<file path="src/rtl/link_table_order_queue.sv">
// link_table_order_queue: FIFO front-end issuing host orders to the link-table manager; optional LINK_TABLE_QUEUE_STAT_EN adds stat counters
module link_table_order_queue #(
  parameter int ADDR_WIDTH  = 16,
  parameter int DATA_WIDTH  = 16,
  parameter int TABLE_WIDTH = 8,
  parameter int DEPTH       = 4
) (
  input  logic                   clk,
  input  logic                   rst_n,
  input  logic                   host_valid,
  output logic                   host_busy,
  input  logic [1:0]             host_type,
  input  logic [TABLE_WIDTH-1:0] host_table,
  input  logic [ADDR_WIDTH-1:0]  host_node,
  input  logic [DATA_WIDTH-1:0]  host_data,
  output logic                   order_valid,
  input  logic                   order_busy,
  output logic [1:0]             order_type,
  output logic [TABLE_WIDTH-1:0] order_table,
  output logic [ADDR_WIDTH-1:0]  order_node,
  output logic [DATA_WIDTH-1:0]  order_data,
  input  logic                   dout_valid,
  output logic                   dout_busy,
  input  logic [DATA_WIDTH-1:0]  dout_data,
  output logic                   resp_valid,
  input  logic                   resp_busy,
  output logic [1:0]             resp_type,
  output logic [DATA_WIDTH-1:0]  resp_data,
  output logic                   resp_fail
`ifdef LINK_TABLE_QUEUE_STAT_EN
  ,
  output logic [15:0]            stat_issued,
  output logic [15:0]            stat_failed
`endif
);
  localparam int PW = $clog2(DEPTH);
  localparam int EW = 2 + TABLE_WIDTH + ADDR_WIDTH + DATA_WIDTH;
  typedef enum logic [1:0] {IDLE, ISSUE, WAIT, RESP} state_t;
  state_t                 r_state, w_next;
  logic [EW-1:0]          r_mem [DEPTH];
  logic [PW:0]            r_wptr, r_rptr;
  logic                   w_full, w_empty, w_push, w_pop, w_reject;
  logic [1:0]             w_head_type;
  logic [TABLE_WIDTH-1:0] w_head_table;
  logic [ADDR_WIDTH-1:0]  w_head_node;
  logic [DATA_WIDTH-1:0]  w_head_data;
  logic                   r_order_valid, r_dout_busy, r_resp_valid, r_resp_fail;
  logic [1:0]             r_type;
  logic [TABLE_WIDTH-1:0] r_table;
  logic [ADDR_WIDTH-1:0]  r_node;
  logic [DATA_WIDTH-1:0]  r_data, r_resp_data;
  assign w_full  = (r_wptr[PW] != r_rptr[PW]) && (r_wptr[PW-1:0] == r_rptr[PW-1:0]);
  assign w_empty = r_wptr == r_rptr;
  assign w_push  = host_valid && !w_full;
  assign w_pop   = (r_state == IDLE) && !w_empty;
  assign {w_head_type, w_head_table, w_head_node, w_head_data} = r_mem[r_rptr[PW-1:0]];
  assign w_reject = !w_head_type[1] && (w_head_node == '0);
  assign host_busy   = w_full;
  assign order_valid = r_order_valid;
  assign order_type  = r_type;
  assign order_table = r_table;
  assign order_node  = r_node;
  assign order_data  = r_data;
  assign dout_busy   = r_dout_busy;
  assign resp_valid  = r_resp_valid;
  assign resp_type   = r_type;
  assign resp_data   = r_resp_data;
  assign resp_fail   = r_resp_fail;
  // FIFO storage: written on every accepted host order, never reset
  always_ff @(posedge clk) begin
    if (w_push) r_mem[r_wptr[PW-1:0]] <= {host_type, host_table, host_node, host_data};
  end
  // FIFO pointers; full is judged before this cycle's pop, so a pop never frees a slot for the same-cycle push
  always_ff @(posedge clk or negedge rst_n) begin
    if (!rst_n) begin
      r_wptr <= '0;
      r_rptr <= '0;
    end else begin
      if (w_push) r_wptr <= r_wptr + (PW+1)'(1);
      if (w_pop) r_rptr <= r_rptr + (PW+1)'(1);
    end
  end
  // FSM state register
  always_ff @(posedge clk or negedge rst_n) begin
    if (!rst_n) r_state <= IDLE;
    else r_state <= w_next;
  end
  // FSM next state: one order outstanding, rejected orders go straight to the response
  always_comb begin
    w_next = r_state;
    case (r_state)
      IDLE:    if (!w_empty) w_next = w_reject ? RESP : ISSUE;
      ISSUE:   if (!order_busy) w_next = WAIT;
      WAIT:    if (dout_valid && !r_dout_busy) w_next = RESP;
      RESP:    if (!resp_busy) w_next = IDLE;
      default: w_next = IDLE;
    endcase
  end
  // Registered order/response outputs driven per FSM state
  always_ff @(posedge clk or negedge rst_n) begin
    if (!rst_n) begin
      r_order_valid <= 1'b0;
      r_dout_busy   <= 1'b1;
      r_resp_valid  <= 1'b0;
      r_resp_fail   <= 1'b0;
      r_resp_data   <= '0;
      r_type        <= '0;
      r_table       <= '0;
      r_node        <= '0;
      r_data        <= '0;
    end else begin
      case (r_state)
        IDLE: if (!w_empty) begin
          {r_type, r_table, r_node, r_data} <= {w_head_type, w_head_table, w_head_node, w_head_data};
          if (w_reject) begin
            r_resp_valid <= 1'b1;
            r_resp_fail  <= 1'b1;
            r_resp_data  <= '0;
          end else r_order_valid <= 1'b1;
        end
        ISSUE: if (!order_busy) begin
          r_order_valid <= 1'b0;
          r_dout_busy   <= 1'b0;
        end
        WAIT: if (dout_valid && !r_dout_busy) begin
          r_dout_busy  <= 1'b1;
          r_resp_data  <= dout_data;
          r_resp_fail  <= (r_type != 2'b11) && (dout_data == '0);
          r_resp_valid <= 1'b1;
        end
        RESP: if (!resp_busy) r_resp_valid <= 1'b0;
        default: ;
      endcase
    end
  end
`ifdef LINK_TABLE_QUEUE_STAT_EN
  logic [15:0] r_stat_issued, r_stat_failed;
  assign stat_issued = r_stat_issued;
  assign stat_failed = r_stat_failed;
  // Saturating counters of manager order transfers and failed response transfers
  always_ff @(posedge clk or negedge rst_n) begin
    if (!rst_n) begin
      r_stat_issued <= '0;
      r_stat_failed <= '0;
    end else begin
      if (r_order_valid && !order_busy && r_stat_issued != 16'hFFFF) r_stat_issued <= r_stat_issued + 16'd1;
      if (r_resp_valid && !resp_busy && r_resp_fail && r_stat_failed != 16'hFFFF) r_stat_failed <= r_stat_failed + 16'd1;
    end
  end
`endif
endmodule

</file>
<file path="config.mk">
export PLATFORM = sky130hd
export DESIGN_NAME = link_table_order_queue
export DESIGN_NICKNAME = d
export VERILOG_FILES = /design/src/rtl/link_table_order_queue.sv
export SDC_FILE = /design/constraint.sdc
export NUM_CORES = 1
export LEC_CHECK = 0
export ABC_AREA = 1
export ABC_CLOCK_PERIOD_IN_PS = 4000
export BUFFER_PORTS_ARGS = -buffer_cell sky130_fd_sc_hd__buf_2
export CELL_PAD_IN_SITES_DETAIL_PLACEMENT = 0
export CELL_PAD_IN_SITES_GLOBAL_PLACEMENT = 1
export CORE_UTILIZATION = 35
export CTS_BUF_LIST = sky130_fd_sc_hd__clkbuf_4
export DETAILED_ROUTE_END_ITERATION = 8
export PLACE_DENSITY_LB_ADDON = 0.1
export SETUP_SLACK_MARGIN = 0.1
export SLEW_MARGIN = 20
export SYNTH_ARGS = -nofsm -noshare
export SYNTH_HDL_FRONTEND = slang
export SYNTH_SLANG_ARGS = --single-unit
</file>
<file path="constraint.sdc">
create_clock -name clk -period 4 [get_ports clk]
set_input_delay 0.2 -clock clk [delete_from_list [all_inputs] [get_ports clk]]
set_output_delay 0.2 -clock clk [all_outputs]
set_load 0.02 [all_outputs]
</file>
Word level (Yosys, flattened, before mapping)
Memory sizes are Yosys's and may differ from the RTL's.
Cells that the tools add are included.
- register bits: 70
- bits in latches: 0
- RAM bits: 168
- ROM bits: 0
- input bits: 64
- output and inout bits: 65
- word-level logic and storage cells: 76
- memories kept: 1
- $add $sub $neg: 2
- multiply operators: 0
- div/mod/pow operators: 0
- order comparisons: 0
- eq/ne operators: 13
- shift-type cells: 0
- muxes and demuxes: 24
- bitwise operators: 1
- reductions and logical operators: 23
- memories (name ; words ; width ; rd ports ; clocked after Yosys merged registers in ; wr ports ; line ; text):
    r_mem ; 4 ; 42 ; 1 ; 0 ; 1 ; 40 ; logic [EW-1:0] r_mem [DEPTH];
- operator list (kind ; count):
    $mux W16 ; 3
    $logic_not A16 Y1 ; 2
    $pmux W16 S2 ; 1
    $ne A2 B2 Y1 const B ; 7
    $reduce_and A4 Y1 ; 3
    $mux W1 ; 10
    $mux W2 ; 5
    $pmux W2 S4 ; 1
    $add A3 B1 Y3 const B ; 2
    $logic_and A1 B1 Y1 ; 6
    $pmux W1 S2 ; 3
    $reduce_bool A2 Y1 ; 3
    $reduce_and A5 Y1 ; 1
    $eq A2 B2 Y1 const B ; 2
    $logic_not A1 Y1 ; 4
    $eq A3 B3 Y1 ; 1
    $pmux W1 S3 ; 1
    $reduce_and A3 Y1 ; 1
    $reduce_bool A3 Y1 ; 1
    $eq A2 B1 Y1 const B ; 1
    $eq A2 B2 Y1 ; 1
    $logic_not A2 Y1 ; 1
    $reduce_and A2 Y1 ; 1
    $ne A1 B1 Y1 ; 1
    $not A1 Y1 ; 1

Logic depth before layout (Yosys ltp)
Gate-level depths: netlist (run 1).
- depth after elaboration: 6
- mapped depth: 16
- depth with buffers taken out: 13

Worst setup path before layout (run 1)
No wires, ideal clock.
- kind: register to register
- start: register r_rptr[1]
- end: memory r_mem[3][0] (netlist name) (enable)
- setup time: 0.444 ns
- arrival time: 2.751 ns
- data required time: 3.556 ns
- path slack: 0.805 ns
- cell stages (with the launch flop): 6
- path buffers: 1
- period minus slack after synthesis: 3.195 ns
- path through: dfrtp_1 -> buf_4 -> xnor2_1 -> nand2_1 -> o21ai_1 -> nor2_1
- cells in the longest elaborated chain, start to end: 6
- RTL lines (what ; line ; text):
    start, declared ; 41 ; logic [PW:0] r_wptr, r_rptr;
    start signal, assigned ; 80 ; if (w_pop) r_rptr <= r_rptr + (PW+1)'(1);
    $eq A2 B2 Y1 ; 52 ; assign w_full = (r_wptr[PW] != r_rptr[PW]) && (r_wptr[PW-1:0] == r_rptr[PW-1:0]);
    $logic_and A1 B1 Y1 ; 52 ;
    $logic_not A1 Y1 ; 54 ; assign w_push = host_valid && !w_full;
    $logic_and A1 B1 Y1 ; 54 ;
    $mux W1 ; 71 ; if (w_push) r_mem[r_wptr[PW-1:0]] <= {host_type, host_table, host_node, host_data};
    $mux W1 (not written as such) ; 71 ;
    end, declared ; 40 ;
Every way passes these cells.

Final worst setup path (run 1)
- start: register r_rptr[0]
- end: memory r_mem[0][28] (netlist name) (enable)
The elaborated chain is that of the path after synthesis.

==> results of run 1 <==
[Yosys cell counts, drive strengths merged, types with 2 or more instances]
master	instances	area, um^2
nor4	3	18.8
mux2	25	282
ha	9	113
dfrtp	69	1730
clkbuf	20	75.1
nand4	4	25.0
nand3	57	285
a21oi	2	10.0
edfxtp	168	5040
o21ai	71	355
xor2	3	26.3
buf	23	160
inv	31	116
nor2	66	250
o22ai	25	156
xnor2	4	35.0
nand2	176	671
[per-layer routing]
layer / wire [um] / share of wire / vias up
li1: - / - / 3167
met1: 9750 / 0.44 / 3115
met2: 10700 / 0.49 / 169
met3: 1190 / 0.054 / 40
met4: 411 / 0.019 / 0
met5: 0 / 0 / -
[worst min-delay path by stage]
stage,start,slack (ns),to
after floorplan,rst_n,-0.1,order_data[0]
final,dout_valid,0.12,dout_busy
after CTS,dout_valid,0.06,dout_busy
after global routing,dout_valid,0.10,dout_busy
after detailed placement,host_table[6],0.42,r_mem[1][38]
after global placement,rst_n,0.42,order_node[15]
[worst max-delay path: stages (launching register included)]
cell and delay [ns]:
dfrtp_4 0.69, xnor2_1 0.33, nand2_1 0.11, o21ai_1 0.81
nor2_4 0.35, buf_4 0.35
[power by group]
group / switching (mW) / leakage (nW) / internal (mW)
clock: 0.974 / 0.551 / 1.39
combinational: 2.23 / 2.06 / 1.13
sequential: 0.366 / 2.40 / 3.42
[sequential cells by signal (all words and copies together) (netlist names), 3 cells and up]
name	cells
r_mem	168
r_rptr	3
order_table	8
order_data	16
resp_data	16
r_wptr	3
order_node	16
[final cells by class]
cell class,instances,area (um^2),share of cell area
clock inverter,13,129,0.0108
tap,335,419,0.0352
timing repair buffer,199,1340,0.112
inverter,31,116,0.00977
multi-input combinational,450,2300,0.193
sequential,238,6800,0.571
antenna,5,12.5,0.00105
clock buffer,106,796,0.0668
[per-stage QoR]
step | std cells | cell area [um^2] | hold slack [ns] | power [mW]
after floorplan | 762 | 9410 | -0.0956 | 6.19
after global placement | 1191 | 10300 | 0.416 | 7.17
after detailed placement | 1191 | 10300 | 0.418 | 7.22
after CTS | 1372 | 11900 | 0.0608 | 9.70
after global routing | 1377 | 11900 | 0.101 | 10.3
final | 1377 | 11900 | 0.123 | 9.51
[timing repair]
action	in CTS	in global routing
endpoints found under the setup margin	0	0
hold endpoints to repair	258	0
resized for setup	0	0
hold buffers	62	0
[cells by family (layout without fill, tap and decap cells)]
family / count (synthesis) / in the layout / share of synthesized area
and+or+nand+nor: 309 / 309 / 0.135
DFF: 238 / 238 / 0.722
AOI/OAI and AO/OA: 100 / 100 / 0.0573
buffers and inverters: 74 / 349 / 0.0373
muxes: 25 / 25 / 0.0299
adders and majority gates: 9 / 9 / 0.0120
xor gates and xnor gates: 7 / 7 / 0.00651
other: 0 / 5 / 0
==> impl_metrics.env, run 1 <==
export IMPL_ys_ff_latch=238
export IMPL_drt_total_wl_um=22100
export IMPL_rsz0062_at_grt="no"
export IMPL_crit_end="r_mem[0][28]"
export IMPL_h_tree_depth=3
export IMPL_drtPass1Iterations=6
export IMPL_post_dp_hpwl_um=13300
export IMPL_p_per_area_nw_per_um2=799
export IMPL_rrSetupSlack_ns=1.03
export IMPL_cp_startpoint="r_rptr[0]"
export IMPL_drv_slew=0
export IMPL_cts_tree="done"
export IMPL_ys_flop_type="edfxtp_1"
export IMPL_remaining_drc_errors=8
export IMPL_most_common_layout_cells="173 x nand2_1, 168 x edfxtp_1, 127 x buf_2, 106 x clkbuf_4, 70 x o21ai_0"
export IMPL_grt_ovfl_total=0
export IMPL_routabilityCongestion=0.734
export IMPL_crit_fanout=47
export IMPL_post_cts_buffers=0
export IMPL_period_share=0.743
export IMPL_rows=59
export IMPL_drt_initial_drc_count=293
export IMPL_start_kind="flop"
export IMPL_yosysUniqueCellTypes=31
export IMPL_worst_slew_pin_slew_ns=1.03
export IMPL_ff2ff_path_depth=5
export IMPL_violations="design-rule violations"
export IMPL_ir_worst_vdd_v=0.000369
export IMPL_p_leak_nw=5.01
export IMPL_start_util=0.359
export IMPL_fp_dieW_um=166
export IMPL_setup_viol=0
export IMPL_use_met1=0.209
export IMPL_cts_sinks=238
export IMPL_crit_type="reg -> reg"
export IMPL_grt_pass1_vias=6684
export IMPL_wl_per_cell_um=16.0
export IMPL_maxSlewHeadroom=0.306
export IMPL_die_h_um=166
export IMPL_yosysWarningCount=0
export IMPL_fin_ws_ns=1.03
export IMPL_fillers=2449
export IMPL_clkLatencyLatePin_ns=0.63
export IMPL_drive_gt1_frac=0.276
export IMPL_fin_util=0.454
export IMPL_vias=6491
export IMPL_synth_edff_count=168
export IMPL_synthArstFlopShare=0.294
export IMPL_r2r_start="r_rptr[0]"
export IMPL_place_ws_ns=0.996
export IMPL_fin_nets=1060
export IMPL_hold_viol_final=0
export IMPL_fmax_mhz=337
export IMPL_clk_pin_slew_ns=0.06
export IMPL_grt_max_degree=71
export IMPL_port_buffers=128
export IMPL_fp_dieArea_um2=27600
export IMPL_cap_violations=0
export IMPL_drt_vias_per_instance=4.71
export IMPL_min_period_ns=2.97
export IMPL_use_met3=0.0412
export IMPL_coreArea_um2=26200
export IMPL_synth_cells=762
export IMPL_area_growth_syn_to_layout_pct=26.5
export IMPL_io_pins=129
export IMPL_min_path_cells=5
export IMPL_track_usage=0.165
export IMPL_crit_path_end_kind="flop"
export IMPL_numCtsBuffers=67
export IMPL_hp_class="in -> reg"
export IMPL_ys_seq_area_frac=0.722
export IMPL_grt_pass1_wl_um=35200
export IMPL_antenna_found_initial=1
export IMPL_cts_buffer_depth=3
export IMPL_status="complete, but fails checks"
export IMPL_worstPathArrival_ns=3.30
export IMPL_r2r_end="r_mem[0][28]"
export IMPL_avgSynthCellArea_um2=12.4
export IMPL_final_common_cell="nand2_1"
export IMPL_top_usage_layer="met2"
export IMPL_skew_ns=0.0335
export IMPL_root_buffer="clkbuf_4"
export IMPL_mappedNetlistArea_um2=9410
export IMPL_setup_tns_ns=0
export IMPL_grt_met2_usage=0.269
export IMPL_worst_ep_required_time_ns=4.33
export IMPL_synth_net_count=835
export IMPL_ant_nets=0
No activity file was read; power rests on OpenSTA's default activity.
==> run 2: changes to the inputs <==
--- a/config.mk
+++ b/config.mk
@@ -5,8 +5,8 @@
 export SDC_FILE = /design/constraint.sdc
 export NUM_CORES = 1
 export LEC_CHECK = 0
-export ABC_AREA = 1
-export ABC_CLOCK_PERIOD_IN_PS = 4000
+export ABC_AREA = 0
+export ABC_CLOCK_PERIOD_IN_PS = 2700
 export BUFFER_PORTS_ARGS = -buffer_cell sky130_fd_sc_hd__buf_2
 export CELL_PAD_IN_SITES_DETAIL_PLACEMENT = 0
 export CELL_PAD_IN_SITES_GLOBAL_PLACEMENT = 1
==> constraint.sdc (replaced) <==
create_clock -name clk -period 2.7 [get_ports clk]
set_input_delay 0.135 -clock clk [delete_from_list [all_inputs] [get_ports clk]]
set_output_delay 0.135 -clock clk [all_outputs]
set_load 0.02 [all_outputs]
==> impl_metrics.env, run 2 <==
export IMPL_hold_viol_final=0
export IMPL_met3WireLength_um=1310
export IMPL_fp_dieArea_um2=27300
export IMPL_synth_net_count=550
export IMPL_ir_worst_vdd_v=0.000489
export IMPL_avgSynthCellArea_um2=19.5
export IMPL_antenna_found_initial=1
export IMPL_cap_violations=0
export IMPL_synthAdderAreaFrac=0.0121
export IMPL_ff2ff_path_depth=6
export IMPL_synth_top_family_by_area="multiplexers"
export IMPL_final_common_cell="edfxtp_1"
export IMPL_most_common_layout_cells="168 x edfxtp_1, 127 x buf_2, 110 x clkbuf_4, 67 x dfrtp_1, 66 x dlygate4sd3_1"
export IMPL_io_pins=129
export IMPL_synth_cells=477
export IMPL_fin_nets=813
export IMPL_r2r_end="resp_data[1]"
export IMPL_worst_slew_pin_slew_ns=0.576
export IMPL_wl_per_cell_um=18.2
export IMPL_muxShareOfSynthArea=0.161
export IMPL_p_per_area_nw_per_um2=1180
export IMPL_sw_frac_of_total=0.339
export IMPL_yosysMostFrequentCell="edfxtp_1"
export IMPL_start_kind="flop"
export IMPL_synth_top_area_frac=0.542
export IMPL_wl_met1_um=8940
export IMPL_cts_tree="done"
export IMPL_skew_ns=0.0436
export IMPL_top_layer="met4"
export IMPL_drive_gt1_frac=0.460
export IMPL_numCtsBuffers=69
export IMPL_fmax_mhz=404
export IMPL_ys_seq_area_frac=0.730
export IMPL_rsz0062_at_grt="no"
export IMPL_coreArea_um2=26100
export IMPL_remaining_drc_errors=0
export IMPL_cp_startpoint="r_rptr[0]"
export IMPL_worst_ep_required_time_ns=3.25
export IMPL_maxSlewHeadroom=0.612
export IMPL_ys_flop_type="edfxtp_1"
export IMPL_yosysWarningCount=0
export IMPL_grt_pass1_vias=5637
export IMPL_yosys_top_cells_count="168 x edfxtp_1, 69 x dfrtp_1, 43 x mux2_2, 39 x nand2_1, 30 x mux4_2"
export IMPL_grt_pass1_wl_um=31300
export IMPL_synth_edff_count=168
export IMPL_r2r_start="r_rptr[0]"
export IMPL_p_leak_nw=4.69
export IMPL_h_tree_depth=3
export IMPL_track_usage=0.157
export IMPL_dr_wl_met2_um=9810
export IMPL_drt_total_wl_um=20500
export IMPL_largest_reg_flops=168
export IMPL_synthSimpleGateAreaFrac=0.0391
export IMPL_start_util=0.357
export IMPL_power_clock_fraction=0.235
export IMPL_cts_sinks=238
export IMPL_combPwrFrac=0.366
export IMPL_synth_compound_area_frac=0.0312
export IMPL_clk_pin_slew_ns=0.06
export IMPL_grt_max_degree=35
export IMPL_routabilityCongestion=0.714
export IMPL_vias=5357
export IMPL_root_buffer="clkbuf_4"
export IMPL_worstPathArrival_ns=3.02
export IMPL_period_share=0.916
export IMPL_total_power_mw=14.2
export IMPL_grt_ovfl_total=0
export IMPL_rrSetupSlack_ns=0.23
export IMPL_crit_fanout=16
export IMPL_post_dp_hpwl_um=12200
export IMPL_port_buffers=128
export IMPL_netlist_top_cells_area="edfxtp_1 54%, dfrtp_1 19%, mux4_2 7.3%"
export IMPL_synth_area_leader_cell="edfxtp_1"
export IMPL_drt_initial_drc_count=161
export IMPL_setup_tns_ns=0
export IMPL_p_int_mw=9.36
export IMPL_rows=59
export IMPL_switchingPower_mw=4.80
export IMPL_die_h_um=165
export IMPL_mappedNetlistArea_um2=9310
export IMPL_ys_ff_latch=238
export IMPL_area_growth_syn_to_layout_pct=29.3
export IMPL_crit_path_end_kind="flop"
export IMPL_cts_buffer_depth=3
export IMPL_yosysUniqueCellTypes=46
export IMPL_drtPass1Iterations=6
export IMPL_setup_viol=0
export IMPL_ant_nets=0
export IMPL_crit_end="resp_data[1]"
export IMPL_hp_class="in -> reg"
export IMPL_synthArstFlopShare=0.294
export IMPL_crit_type="reg -> reg"
export IMPL_drv_slew=0
export IMPL_drt_vias_per_instance=4.74
export IMPL_fp_dieW_um=165
export IMPL_clkLatencyLatePin_ns=0.64
export IMPL_seqPwrFrac=0.399
export IMPL_status="complete, no violations"
export IMPL_min_period_ns=2.47
export IMPL_synth_xor_area_frac=0.00658
## run 2: cell count changes after synthesis, sizes merged, moves of 4 or more
cell    before  now
and2         0    4
buf         23   19
clkbuf      20    5
inv         31    8
mux2        25   43
mux4         0   42
nand2      176   39
nand3       57    2
nor2        66   10
o21ai       71    2
o22ai       25   16
## run 2: logic make-up (layout without fill, tap and decap cells)
family                   count (synthesis)  in the layout
flip-flops                             238            238
adder cells (fa/ha/maj)                  9              9
AO/OA/AOI/OAI                           32             32
AND/OR/NAND/NOR                         72             72
multiplexers                            87             87
buffers and inverters                   32            349
other                                    0              1
XOR/XNOR                                 7              7
## run 2: stage by stage
step | setup slack [ns] | utilization | instance area [um^2] | cells | hold slack, ns
2_1_floorplan | 0.336 | - | 9320 | 477 | -0.161
3_3_place_gp | 0.158 | 0.400 | 10400 | 934 | 0.137
3_5_place_dp | 0.118 | 0.400 | 10400 | 934 | 0.138
4_1_cts | 0.117 | 0.461 | 12000 | 1126 | 0.188
5_1_grt | 0.121 | 0.462 | 12000 | 1130 | 0.223
6_report | 0.226 | 0.462 | 12000 | 1130 | 0.254
## run 2: how the worst min path moves through the flow
stage	startpoint	end	cells past startpoint
CTS	host_node[15]	r_mem[1][31]	2
floorplan	rst_n	order_data[0]	0
global placement	rst_n	order_node[15]	1
global route	host_data[11]	r_mem[1][11]	2
finish	host_node[15]	r_mem[1][31]	2
detailed placement	rst_n	order_node[15]	1
## run 2: layout make-up
class / instances / area, um^2
clock inverter: 15 / 65.1
fill: 2342 / 14000
antenna: 1 / 2.50
inverter: 8 / 30.0
multi-input combinational: 207 / 2340
timing repair buffer: 216 / 1560
sequential: 238 / 6810
clock buffer: 110 / 826
tap: 335 / 419
## run 2: per-layer routing
metal	vias up	track usage
li1	2463	-
met1	2700	0.196
met2	155	0.251
met3	39	0.0472
met4	0	0.0696
met5	-	0
## run 2: power by group through the flow
stage | combinational (mW) | sequential, mW | clock (mW)
after global routing | 5.62 | 5.77 | 3.68
after detailed placement | 5.14 | 5.75 | 0
final | 5.18 | 5.65 | 3.33
after global placement | 5.08 | 5.71 | 0
after CTS | 5.25 | 5.68 | 3.48
after floorplan | 3.08 | 6.13 | 0
## run 2: worst max-delay path, cell delays in order (launching register included)
cell and delay (ns):
dfrtp_4 0.53, mux4_1 0.65, nor4_4 0.35, and4b_2 0.37, a31oi_4 0.12, buf_4 0.24
o22ai_1 0.14
## run 2: timing repair
item / 4_1_cts / 5_1_grt
endpoints found under the setup margin: 0 / 17
setup buffers: 0 / 3
resized for setup: 0 / 2
endpoints found under the hold margin: 262 / 0
hold buffers: 67 / 0
==> run 3: changes to the inputs <==
--- a/config.mk
+++ b/config.mk
@@ -10,6 +10,7 @@
 export BUFFER_PORTS_ARGS = -buffer_cell sky130_fd_sc_hd__buf_2
 export CELL_PAD_IN_SITES_DETAIL_PLACEMENT = 0
 export CELL_PAD_IN_SITES_GLOBAL_PLACEMENT = 1
+export CORE_ASPECT_RATIO = 1.5
 export CORE_UTILIZATION = 35
 export CTS_BUF_LIST = sky130_fd_sc_hd__clkbuf_4
 export DETAILED_ROUTE_END_ITERATION = 8
==> constraint.sdc (replaced) <==
create_clock -name clk -period 2.7 [get_ports clk]
set_input_delay 0.135 -clock clk [delete_from_list [all_inputs] [get_ports clk]]
set_output_delay 0.135 -clock clk [all_outputs]
set_load 0.005 [all_outputs]
==> impl_metrics.env, run 3 (same netlist as run 2, synthesis figures left out) <==
export IMPL_status="complete, no violations"
export IMPL_r2r_start="r_rptr[0]"
export IMPL_setup_viol=0
export IMPL_drv_slew=0
export IMPL_maxSlewHeadroom=0.366
export IMPL_fp_dieW_um=135
export IMPL_drtPass1Iterations=4
export IMPL_skew_ns=0.0377
export IMPL_grt_pass1_wl_um=32000
export IMPL_cts_buffer_depth=3
export IMPL_cp_startpoint="r_rptr[0]"
export IMPL_min_period_ns=2.47
export IMPL_rsz0062_at_grt="no"
export IMPL_clk_pin_slew_ns=0.07
export IMPL_remaining_drc_errors=0
export IMPL_start_util=0.359
export IMPL_rrSetupSlack_ns=0.23
export IMPL_drt_initial_drc_count=150
export IMPL_fin_nets=804
export IMPL_start_kind="flop"
export IMPL_grt_max_degree=63
export IMPL_total_power_mw=13.2
export IMPL_crit_path_end_kind="flop"
export IMPL_hold_viol_final=0
export IMPL_ir_worst_vdd_v=0.000595
export IMPL_die_h_um=202
export IMPL_root_buffer="clkbuf_4"
export IMPL_grt_pass1_vias=5968
export IMPL_antenna_found_initial=1
export IMPL_clkLatencyLatePin_ns=0.70
export IMPL_final_common_cell="edfxtp_1"
export IMPL_drive_gt1_frac=0.444
export IMPL_crit_type="reg -> reg"
export IMPL_numCtsBuffers=59
export IMPL_cts_sinks=238
export IMPL_wl_per_cell_um=18.5
export IMPL_io_pins=129
export IMPL_crit_fanout=15
export IMPL_h_tree_depth=2
export IMPL_setup_tns_ns=0
export IMPL_hp_class="in -> async"
export IMPL_vias=5311
export IMPL_worstPathArrival_ns=3.08
export IMPL_routabilityCongestion=0.779
export IMPL_cts_tree="done"
export IMPL_worst_ep_required_time_ns=3.31
export IMPL_fp_dieArea_um2=27300
export IMPL_period_share=0.915
export IMPL_coreArea_um2=25900
export IMPL_ant_nets=0
export IMPL_drt_vias_per_instance=4.76
export IMPL_track_usage=0.157
export IMPL_fin_cells=1116
export IMPL_ff2ff_path_depth=8
export IMPL_port_buffers=128
export IMPL_dp_cells=932
export IMPL_grt_ovfl_total=0
export IMPL_drt_total_wl_um=20600
export IMPL_p_per_area_nw_per_um2=1110
export IMPL_p_leak_nw=4.61
export IMPL_area_growth_syn_to_layout_pct=28.0
export IMPL_largest_reg_flops=168
export IMPL_worst_slew_pin_slew_ns=0.951
export IMPL_cap_violations=0
export IMPL_most_common_layout_cells="168 x edfxtp_1, 127 x buf_2, 87 x clkbuf_4, 67 x dfrtp_1, 65 x dlygate4sd3_1"
export IMPL_fmax_mhz=405
export IMPL_post_dp_hpwl_um=12500
export IMPL_rows=72
run 3: report_power, final:
group | switching [mW] | internal, mW | leakage [nW] | total, mW
logic | 2.31 | 2.42 | 1.79 | 4.72
clock network | 1.42 | 1.49 | 0.459 | 2.91
registers | 0.456 | 5.14 | 2.36 | 5.59
total | 4.19 | 9.04 | 4.61 | 13.2
run 3: repair_timing:
action / CTS / global route
endpoints found under the setup margin: 3 / 18
hold buffers: 65 / 0
hold endpoints to repair: 252 / 0
gates resized for setup: 0 / 6
pin swaps: 1 / 2
buffers inserted: 0 / 6
run 3: through the flow:
stage	hold WS (ns)	utilization	area (um^2)	setup slack [ns]
finish	0.131	0.459	11900	0.229
global route	0.139	0.459	11900	0.105
CTS	0.109	0.457	11900	0.101
detailed placement	0.353	0.403	10400	0.0863
global placement	0.347	0.403	10400	0.158
floorplan	-0.161	-	9320	0.336
run 3: final timing paths:
kind | to
setup / recovery | resp_data[2]
hold / removal | order_table[7]
setup reg to reg | resp_data[2]
hold reg to reg | r_wptr[2]
max in group asynchronous | order_data[0]
min in group clk | r_mem[3][14]
run 3: worst max-delay path, stage by stage, from the launching register on:
cell     delay, ns
dfrtp_4       0.49
buf_12        0.15
buf_4         0.13
mux4_1        0.52
nor4_4        0.22
and4b_2       0.37
a31oi_4       0.13
buf_4         0.25
o22ai_1       0.14
run 3: final cells by class:
cell class | instances | area (um^2)
clock buffers | 87 | 653
diodes | 1 | 2.50
repair buffers | 217 | 1570
well taps | 333 | 417
fillers | 2341 | 14000
multi-input cells | 207 | 2340
inverters | 8 | 30.0
flip-flops and latches | 238 | 6800
clock inverters | 25 | 100
run 3: layer usage:
| layer | global-route usage | part of all wire | vias to the layer above | routed length (um) |
|---|---|---|---|---|
| met1 | 0.173 | 0.40 | 2699 | 8160 |
| met4 | 0.0614 | 0.022 | 0 | 449 |
| li1 | - | - | 2430 | - |
| met5 | 0 | 0 | - | 0 |
| met2 | 0.283 | 0.53 | 145 | 10900 |
| met3 | 0.0406 | 0.053 | 37 | 1100 |
